`src/rtl/dist_ascii_framer.sv`:
```
// Packed-BCD distance reading to ASCII line framer ("dddd cm\r\n") for uart_tx.
// Optional LEADING_ZERO_BLANK_EN: omit leading zero digits, keeping at least one.
module dist_ascii_framer #(
   parameter int NUM_DIGITS = 4,
   parameter int DATA_WIDTH = 8
) (
   input  logic                    clk,
   input  logic                    rst,
   input  logic [4*NUM_DIGITS-1:0] bcd_in,
   input  logic                    bcd_valid,
   output logic                    bcd_ready,
   output logic [DATA_WIDTH-1:0]   tx_data,
   output logic                    tx_valid,
   input  logic                    tx_ready
);

   localparam int BCD_W    = 4 * NUM_DIGITS;
   localparam int LAST_IDX = NUM_DIGITS + 4;
   localparam int IDX_W    = $clog2(LAST_IDX + 1);

   localparam logic [0:0]       IDLE = 1'b0;
   localparam logic [0:0]       SEND = 1'b1;
   localparam logic [IDX_W-1:0] LAST = IDX_W'(LAST_IDX);

   logic [0:0]            state_r;
   logic [IDX_W-1:0]      idx_r;
   logic [BCD_W-1:0]      shadow_r;
   logic [DATA_WIDTH-1:0] tx_data_r;
   logic                  tx_valid_r;
   logic                  bcd_ready_r;

   logic [0:0]            state_s;
   logic [IDX_W-1:0]      idx_s;
   logic [BCD_W-1:0]      shadow_s;
   logic [DATA_WIDTH-1:0] tx_data_s;
   logic                  tx_valid_s;
   logic                  bcd_ready_s;
   logic [IDX_W-1:0]      start_s;

   function automatic logic [7:0] ascii_digit(input logic [3:0] nib);
      logic [7:0] a;
      if (nib <= 4'd9) begin
         a = 8'h30 + {4'h0, nib};
      end else begin
         a = 8'h3F;
      end
      return a;
   endfunction

   // Byte at a given line position: digits MSD first, then " cm\r\n".
   function automatic logic [7:0] frame_byte(input logic [BCD_W-1:0] rd,
                                             input logic [IDX_W-1:0] idx);
      logic [7:0]       b;
      logic [IDX_W-1:0] tail;
      b    = 8'h00;
      tail = idx - IDX_W'(NUM_DIGITS);
      if (idx < IDX_W'(NUM_DIGITS)) begin
         for (int d = 0; d < NUM_DIGITS; d++) begin
            if (idx == IDX_W'(d)) begin
               b = ascii_digit(rd[4*(NUM_DIGITS-1-d) +: 4]);
            end else begin
               b = b;
            end
         end
      end else begin
         case (tail)
            IDX_W'(0): b = 8'h20;
            IDX_W'(1): b = 8'h63;
            IDX_W'(2): b = 8'h6D;
            IDX_W'(3): b = 8'h0D;
            default:   b = 8'h0A;
         endcase
      end
      return b;
   endfunction

`ifdef LEADING_ZERO_BLANK_EN
   // First non-zero digit position, capped so at least the last digit is sent.
   function automatic logic [IDX_W-1:0] start_index(input logic [BCD_W-1:0] rd);
      logic [IDX_W-1:0] s;
      s = IDX_W'(NUM_DIGITS - 1);
      for (int d = NUM_DIGITS - 1; d >= 0; d--) begin
         if (rd[4*(NUM_DIGITS-1-d) +: 4] != 4'h0) begin
            s = IDX_W'(d);
         end else begin
            s = s;
         end
      end
      return s;
   endfunction

   // Start position derived from the reading being offered.
   always_comb begin
      start_s = start_index(bcd_in);
   end
`else
   // Fixed-width lines always begin at the first digit.
   always_comb begin
      start_s = {IDX_W{1'b0}};
   end
`endif

   // Next-state and next-output logic for capture, byte advance and frame end.
   always_comb begin
      state_s     = state_r;
      idx_s       = idx_r;
      shadow_s    = shadow_r;
      tx_data_s   = tx_data_r;
      tx_valid_s  = tx_valid_r;
      bcd_ready_s = bcd_ready_r;
      case (state_r)
         IDLE: begin
            if (bcd_valid && bcd_ready_r) begin
               state_s     = SEND;
               shadow_s    = bcd_in;
               idx_s       = start_s;
               tx_data_s   = DATA_WIDTH'(frame_byte(bcd_in, start_s));
               tx_valid_s  = 1'b1;
               bcd_ready_s = 1'b0;
            end else begin
               state_s     = IDLE;
            end
         end
         SEND: begin
            if (tx_ready && tx_valid_r) begin
               if (idx_r == LAST) begin
                  state_s     = IDLE;
                  idx_s       = {IDX_W{1'b0}};
                  tx_data_s   = {DATA_WIDTH{1'b0}};
                  tx_valid_s  = 1'b0;
                  bcd_ready_s = 1'b1;
               end else begin
                  idx_s       = idx_r + IDX_W'(1);
                  tx_data_s   = DATA_WIDTH'(frame_byte(shadow_r, idx_r + IDX_W'(1)));
               end
            end else begin
               state_s = SEND;
            end
         end
         default: begin
            state_s     = IDLE;
            idx_s       = {IDX_W{1'b0}};
            shadow_s    = {BCD_W{1'b0}};
            tx_data_s   = {DATA_WIDTH{1'b0}};
            tx_valid_s  = 1'b0;
            bcd_ready_s = 1'b1;
         end
      endcase
   end

   // State and output registers with synchronous reset.
   always_ff @(posedge clk) begin
      if (rst) begin
         state_r     <= IDLE;
         idx_r       <= {IDX_W{1'b0}};
         shadow_r    <= {BCD_W{1'b0}};
         tx_data_r   <= {DATA_WIDTH{1'b0}};
         tx_valid_r  <= 1'b0;
         bcd_ready_r <= 1'b1;
      end else begin
         state_r     <= state_s;
         idx_r       <= idx_s;
         shadow_r    <= shadow_s;
         tx_data_r   <= tx_data_s;
         tx_valid_r  <= tx_valid_s;
         bcd_ready_r <= bcd_ready_s;
      end
   end

   assign tx_data   = tx_data_r;
   assign tx_valid  = tx_valid_r;
   assign bcd_ready = bcd_ready_r;

endmodule
```
`config.mk`:
```
export PLATFORM = sky130hd
export DESIGN_NAME = dist_ascii_framer
export DESIGN_NICKNAME = d
export VERILOG_FILES = /design/src/rtl/dist_ascii_framer.sv
export SDC_FILE = /design/constraint.sdc
export NUM_CORES = 1
export LEC_CHECK = 0
export ABC_AREA = 1
export CAP_MARGIN = 20
export CORE_ASPECT_RATIO = 2
export CORE_MARGIN = 4
export CORE_UTILIZATION = 45
export DETAILED_ROUTE_END_ITERATION = 8
export HOLD_SLACK_MARGIN = 0.15
export PLACE_DENSITY = 0.72
export SYNTH_ARGS = -nofsm -noshare
export SYNTH_HDL_FRONTEND = slang
export SYNTH_SLANG_ARGS = --single-unit
export TNS_END_PERCENT = 50
```
`constraint.sdc`:
```
create_clock -name clk -period 3.37 [get_ports clk]
set_input_delay 0.5055 -clock clk [delete_from_list [all_inputs] [get_ports clk]]
set_output_delay 0.5055 -clock clk [all_outputs]
set_load 0.05 [all_outputs]
```
==> flow_metrics.tcl, run 1 <==
set metrics [dict create \
    cts_tree "yes" \
    syn_avg_cell_area_um2 6.91 \
    setup_violations 0 \
    ios 30 \
    p_comb_share_pct 20.0 \
    grt_pass1_vias 1538 \
    max_freq_mhz 502 \
    final_area_mm2 0.00203 \
    start_util_pct 46.7 \
    whs_ns 0.459 \
    p_total_mw 0.942 \
    vias 1548 \
    pre_cts_ws_ns 1.08 \
    finClkSkew_ns 0.00628 \
    track_usage_pct 18.9 \
    placed_cell_area_mm2 0.00192 \
    ctsResizeCount 0 \
    crit_family "simple AND/OR/NAND/NOR gates" \
    ys_seq_elements 30 \
    cts_buffer_depth 2 \
    vias_per_cell 4.99 \
    worst-path-buf-inv 2 \
    grt-ovfl-total 0 \
    crit_required_ns 3.60 \
    layout-drive-gt1-share_pct 8.40 \
    cts_hold_buf 0 \
    wirelength_mm 3.90 \
    nets 287 \
    worstPathArrival_ns 2.22 \
    die_y_um 92.2 \
    most-common-layout-cells "nand2_1 (48), inv_1 (32), a21oi_1 (31)" \
    worst_setup_path_start_kind "flip-flop" \
    layout_commonest_cell "nand2_1" \
    numCtsBuffers 5 \
    seq_power_share_pct 42.6 \
    min_to "shadow_r[8]" \
    fp.dieW_um 50.1 \
    wl_per_cell_um 12.6 \
    seq_area_frac_synth_pct 37.6 \
    p_leak_nw 0.916 \
    r2r_start "idx_r[0]" \
    clock_sinks 30 \
    fin_setup_tns_ns 0 \
    maxCapViolCount 0 \
    drt-pass1-iter-count 4 \
    slew_headroom_pct 61.9 \
    rows 30 \
    cts.reportedPaths.clkPinSlew_ns 0.07 \
    ir_drop_mv 0.324 \
    ys_types 29 \
    die_area_mm2 0.00462 \
    min_from "shadow_r[8]" \
    power.density_mw_per_mm2 465 \
    antenna_left 0 \
    core-area_mm2 0.00342 \
    cts_root_buf "clkbuf_8" \
    ys_warn_count 0 \
    pwr-share-clk_pct 37.5 \
    syn_inst 231 \
    syn_nets 257 \
    grt_pass1_wl_mm 6.60 \
    switching_share_pct 28.5 \
    reg2reg_slack_ns 1.38 \
    finalHoldViolations 0 \
    htree_levels 2 \
    path_class "reg2reg" \
    gp_congestion 0.944 \
    setup_ws_ns 1.38 \
    stdcell_count 310 \
    rsz0062_at_grt "no" \
    worstPathMaxFanout 8 \
    tightest_slew_ns 0.571 \
    holdPathStages 2 \
    grt_max_degree 24 \
    antenna_found_initial 0 \
    final_util_pct 59.3 \
    cts_post_setup_buffers_inserted 0 \
    drv_slew 0 \
    period_share_pct 59.1 \
    synthesis.area_mm2 0.00160 \
    end_kind "flip-flop" \
    area_growth_pct 27.0 \
    outcome "finished clean" \
    path_cells "inv_1 > ha_1 > nor2_1 > inv_1 > nor3_1 > nor3_1 > nor2_1 > nand2_1 > a21oi_2" \
    p_int_mw 0.673 \
    route.detailed.drc 0 \
    max_stage_delay_ns 0.49 \
    dp_hpwl_mm 2.98 \
    antennaDiodeCount 0 \
    hold_class "reg2reg" \
    worstReg2RegEnd "tx_data[1]" \
    clk_latency_ns 0.29 \
    slowest_stage "dfxtp_1" \
    drt_iter0_drc 31 \
    layout_min_cycle_time_ns 1.99 \
    p_sw_mw 0.268 \
    r2r_cells 9 \
    portBuffers 28 \
    dpl.cell_count 302 \
]
## kinds of logic after synthesis
logic type,share of synthesized area [%]
buffers and inverters,9.57
other,0.235
and+or+nand+nor,23.1
adders and majority gates,4.71
DFF,37.6
AOI/OAI and AO/OA,23.7
xor gates and xnor gates,1.02
## state kept, by name, summed over array words and instances, names as in the netlist
signal / cells
bcd_ready: 1
state_r: 1
tx_data: 7
idx_r: 4
shadow_r: 16
tx_valid: 1
## per-layer routing
metal	track usage [%]	routed length [um]
met1	17.2	1440
met2	34.9	2190
met3	4.07	128
met4	13.2	148
met5	0	0
## worst max path at each step
stage              start    endpoint  slack, ns  cells after the start
6_report        idx_r[0]  tx_data[1]       1.38                      9
5_1_grt         idx_r[0]  tx_data[1]       1.12                      9
4_1_cts         tx_valid    tx_valid       1.38                      1
3_5_place_dp   bcd_valid  tx_data[0]       1.08                      8
3_3_place_gp   bcd_valid  tx_data[0]       1.15                      8
2_1_floorplan   idx_r[0]  tx_data[2]       1.80                     13
## cell usage after synthesis
master,n,area [um2]
nand2_2,3,18.8
conb_1,1,3.75
o21ai_1,1,5.00
dfxtp_1,30,601
o211ai_1,1,7.51
clkbuf_1,5,18.8
nand4_1,2,12.5
a31oi_1,2,12.5
a21oi_2,3,26.3
nor2_4,1,11.3
o31ai_1,2,15.0
nand3_1,7,35.0
a211oi_1,2,15.0
o21ai_0,25,125
ha_1,6,75.1
inv_4,1,6.26
nor2_2,1,6.26
nor3_1,2,10.0
a21o_1,1,7.51
inv_1,32,120
buf_4,1,7.51
nor2_1,18,67.6
a21oi_1,31,155
nand2_4,1,11.3
nand3_2,1,10.0
nand2_1,48,180
a311oi_1,1,8.76
or2_2,1,6.26
xnor2_2,1,16.3
## worst min-delay path, stage by stage, from the launching register on
cell	delay [ns]
dfxtp_1	0.29
inv_1	0.06
a21oi_1	0.06
## power groups by stage
stage / sequential (mW) / clock (mW) / combinational (mW)
6_report: 0.401 / 0.353 / 0.188
3_5_place_dp: 0.409 / 0 / 0.188
5_1_grt: 0.405 / 0.375 / 0.207
3_3_place_gp: 0.408 / 0 / 0.186
2_1_floorplan: 0.441 / 0 / 0.0894
4_1_cts: 0.401 / 0.362 / 0.189
## layout make-up
class	instances	area, um2
well taps	48	60.1
repair buffers	29	288
multi-input cells	162	842
clock buffers	5	68.8
inverters	33	126
clock inverters	3	40.0
flip-flops and latches	30	601
fillers	328	1390
No activity file was read; power rests on OpenSTA's default activity.
==> inputs of run 2 (changes only) <==
==> constraint.sdc (replaced) <==
create_clock -name clk -period 1.9 [get_ports clk]
set_input_delay 0.285 -clock clk [delete_from_list [all_inputs] [get_ports clk]]
set_output_delay 0.285 -clock clk [all_outputs]
set_load 0.05 [all_outputs]
==> run 2 against run 1 <==
  * Register-to-register slack worse by 1.2 ns
  * Sequential cell count unchanged
  * Global-route usage down 0.99 points
  * Via count is 1.1% higher
  * Critical path depth decreased by 8
  * Sequential share of layout area fell by 0.49 points
  * Critical path type is now reg2out
  * Worst hold slack lost 0.00090 ns
  * Largest cell class unchanged
  * Sequential power is 77% higher
  * Count of clock-buffer cells in the layout grew 2
  * Cell area rose by 1.7%
  * Routed wire length is 0.23% lower
==> flow_metrics.tcl, run 2 (same netlist as run 1, synthesis figures left out) <==
set metrics [dict create \
    outcome "finished clean" \
    htree_levels 2 \
    seq_power_share_pct 46.3 \
    r2r_start "idx_r[1]" \
    seq_area_um2 601 \
    route.detailed.drc 0 \
    p_comb_share_pct 22.4 \
    wirelength_mm 3.89 \
    path_class "reg2out" \
    cp.depth 1 \
    vias_per_cell 4.95 \
    layout-drive-gt1-share_pct 10.1 \
    clk_latency_ns 0.29 \
    grt_pass1_vias 1413 \
    worst_setup_path_start_kind "flip-flop" \
    whs_ns 0.459 \
    cts_buffer_depth 2 \
    dp_hpwl_mm 3.08 \
    tightest_slew_ns 0.567 \
    power.density_mw_per_mm2 745 \
    final_util_pct 60.3 \
    r2r_cells 12 \
    multi_input_area_um2 856 \
    min_from "tx_data[6]" \
    worstPathArrival_ns 1.46 \
    crit_family "buffers and inverters" \
    path_cells "clkdlybuf4s50_1" \
    min_to "tx_data[6]" \
    drt_iter0_drc 23 \
    max_flop_register "shadow_r" \
    cts_post_setup_buffers_inserted 0 \
    vias 1565 \
    clock_sinks 30 \
    crit_required_ns 1.62 \
    numCtsBuffers 5 \
    core-area_mm2 0.00342 \
    grt_pass1_wl_mm 6.11 \
    start_util_pct 46.7 \
    slew_headroom_pct 62.1 \
    ios 30 \
    antenna_left 0 \
    reg2reg_slack_ns 0.16 \
    cts.reportedPaths.clkPinSlew_ns 0.06 \
    nets 294 \
    p_leak_nw 0.930 \
    setup_violations 0 \
    portBuffers 28 \
    die_area_mm2 0.00462 \
    period_share_pct 91.7 \
    worstPathMaxFanout 3 \
    worst-path-buf-inv 1 \
    antennaDiodeCount 0 \
    max_stage_delay_ns 0.82 \
    finalHoldViolations 0 \
    slowest_stage "clkdlybuf4s50_1" \
    switching_share_pct 30.3 \
    pwr-share-clk_pct 31.3 \
    holdPathStages 2 \
    gp_congestion 0.889 \
    hold_class "reg2reg" \
    layout_min_cycle_time_ns 1.74 \
    wl_per_cell_um 12.3 \
    antenna_found_initial 0 \
    largest_reg_flops 16 \
    rows 30 \
    max_freq_mhz 574 \
    ir_drop_mv 0.549 \
    area_growth_pct 29.1 \
    cts_tree "yes" \
    drt-pass1-iter-count 4 \
    p_sw_mw 0.465 \
    die_y_um 92.2 \
    cts_root_buf "clkbuf_8" \
    p_int_mw 1.07 \
    fin_setup_tns_ns 0 \
    end_kind "output port" \
    most-common-layout-cells "nand2_1 (48), inv_1 (32), a21oi_1 (31)" \
    fill_cells 349 \
    grt-ovfl-total 0 \
    finClkSkew_ns 0.00993 \
    drv_slew 0 \
    layout_commonest_cell "nand2_1" \
    track_usage_pct 17.9 \
    fp.dieW_um 50.1 \
    worstReg2RegEnd "tx_data[0]" \
    grt_max_degree 24 \
    maxCapViolCount 0 \
]
[run 2: stage by stage]
stage          instances  power (mW)  setup slack [ns]  area [um2]
6_report             316        1.53             0.158        2060
5_1_grt              316        1.62          -0.00624        2060
4_1_cts              316        1.55             0.149        2050
3_5_place_dp         309        1.07          -0.00262        1970
3_3_place_gp         309        1.06            0.0623        1970
2_1_floorplan        231       0.940             0.325        1600
[run 2: cell type report]
class | instances | area share [%]
tap | 48 | 2.92
inverter | 33 | 6.14
clock buffer | 7 | 3.71
multi-input combinational | 162 | 41.6
sequential | 30 | 29.2
timing repair buffer | 36 | 16.5
[run 2: how the worst max path moves through the flow]
stage	startpoint	to	slack, ns
2_1_floorplan	idx_r[0]	tx_data[2]	0.33
3_5_place_dp	bcd_valid	shadow_r[0]	-0.003
3_3_place_gp	bcd_valid	shadow_r[9]	0.06
6_report	tx_valid	tx_valid	0.16
5_1_grt	idx_r[1]	tx_data[2]	-0.006
4_1_cts	tx_valid	tx_valid	0.15
[run 2: timing repair]
action / 4_1_cts / 5_1_grt
hold buffers: 0 / 0
gates resized for setup: 0 / 2
setup endpoints to repair: 0 / 3
[run 2: power by group through the flow]
stage	Clock (mW)	Combinational (mW)	Sequential (mW)
4_1_cts	0.489	0.347	0.710
3_5_place_dp	0	0.345	0.724
3_3_place_gp	0	0.341	0.723
6_report	0.480	0.344	0.710
2_1_floorplan	0	0.159	0.781
5_1_grt	0.529	0.377	0.716
[run 2: per-layer routing]
| layer | wire [um] | vias to the layer above | track usage, % |
|---|---|---|---|
| li1 | - | 822 | - |
| met1 | 1470 | 705 | 16.8 |
| met3 | 134 | 10 | 4.72 |
| met2 | 2150 | 28 | 32.2 |
| met4 | 140 | 0 | 12.0 |
| met5 | 0 | - | 0 |
==> inputs of run 3 (changes only) <==
--- a/config.mk
+++ b/config.mk
@@ -13,6 +13,7 @@
 export DETAILED_ROUTE_END_ITERATION = 8
 export HOLD_SLACK_MARGIN = 0.15
 export PLACE_DENSITY = 0.72
+export SLEW_MARGIN = 10
 export SYNTH_ARGS = -nofsm -noshare
 export SYNTH_HDL_FRONTEND = slang
 export SYNTH_SLANG_ARGS = --single-unit
==> results of run 3 <==
Same layout as run 2: the final DEF is identical, and so are final timing and power.
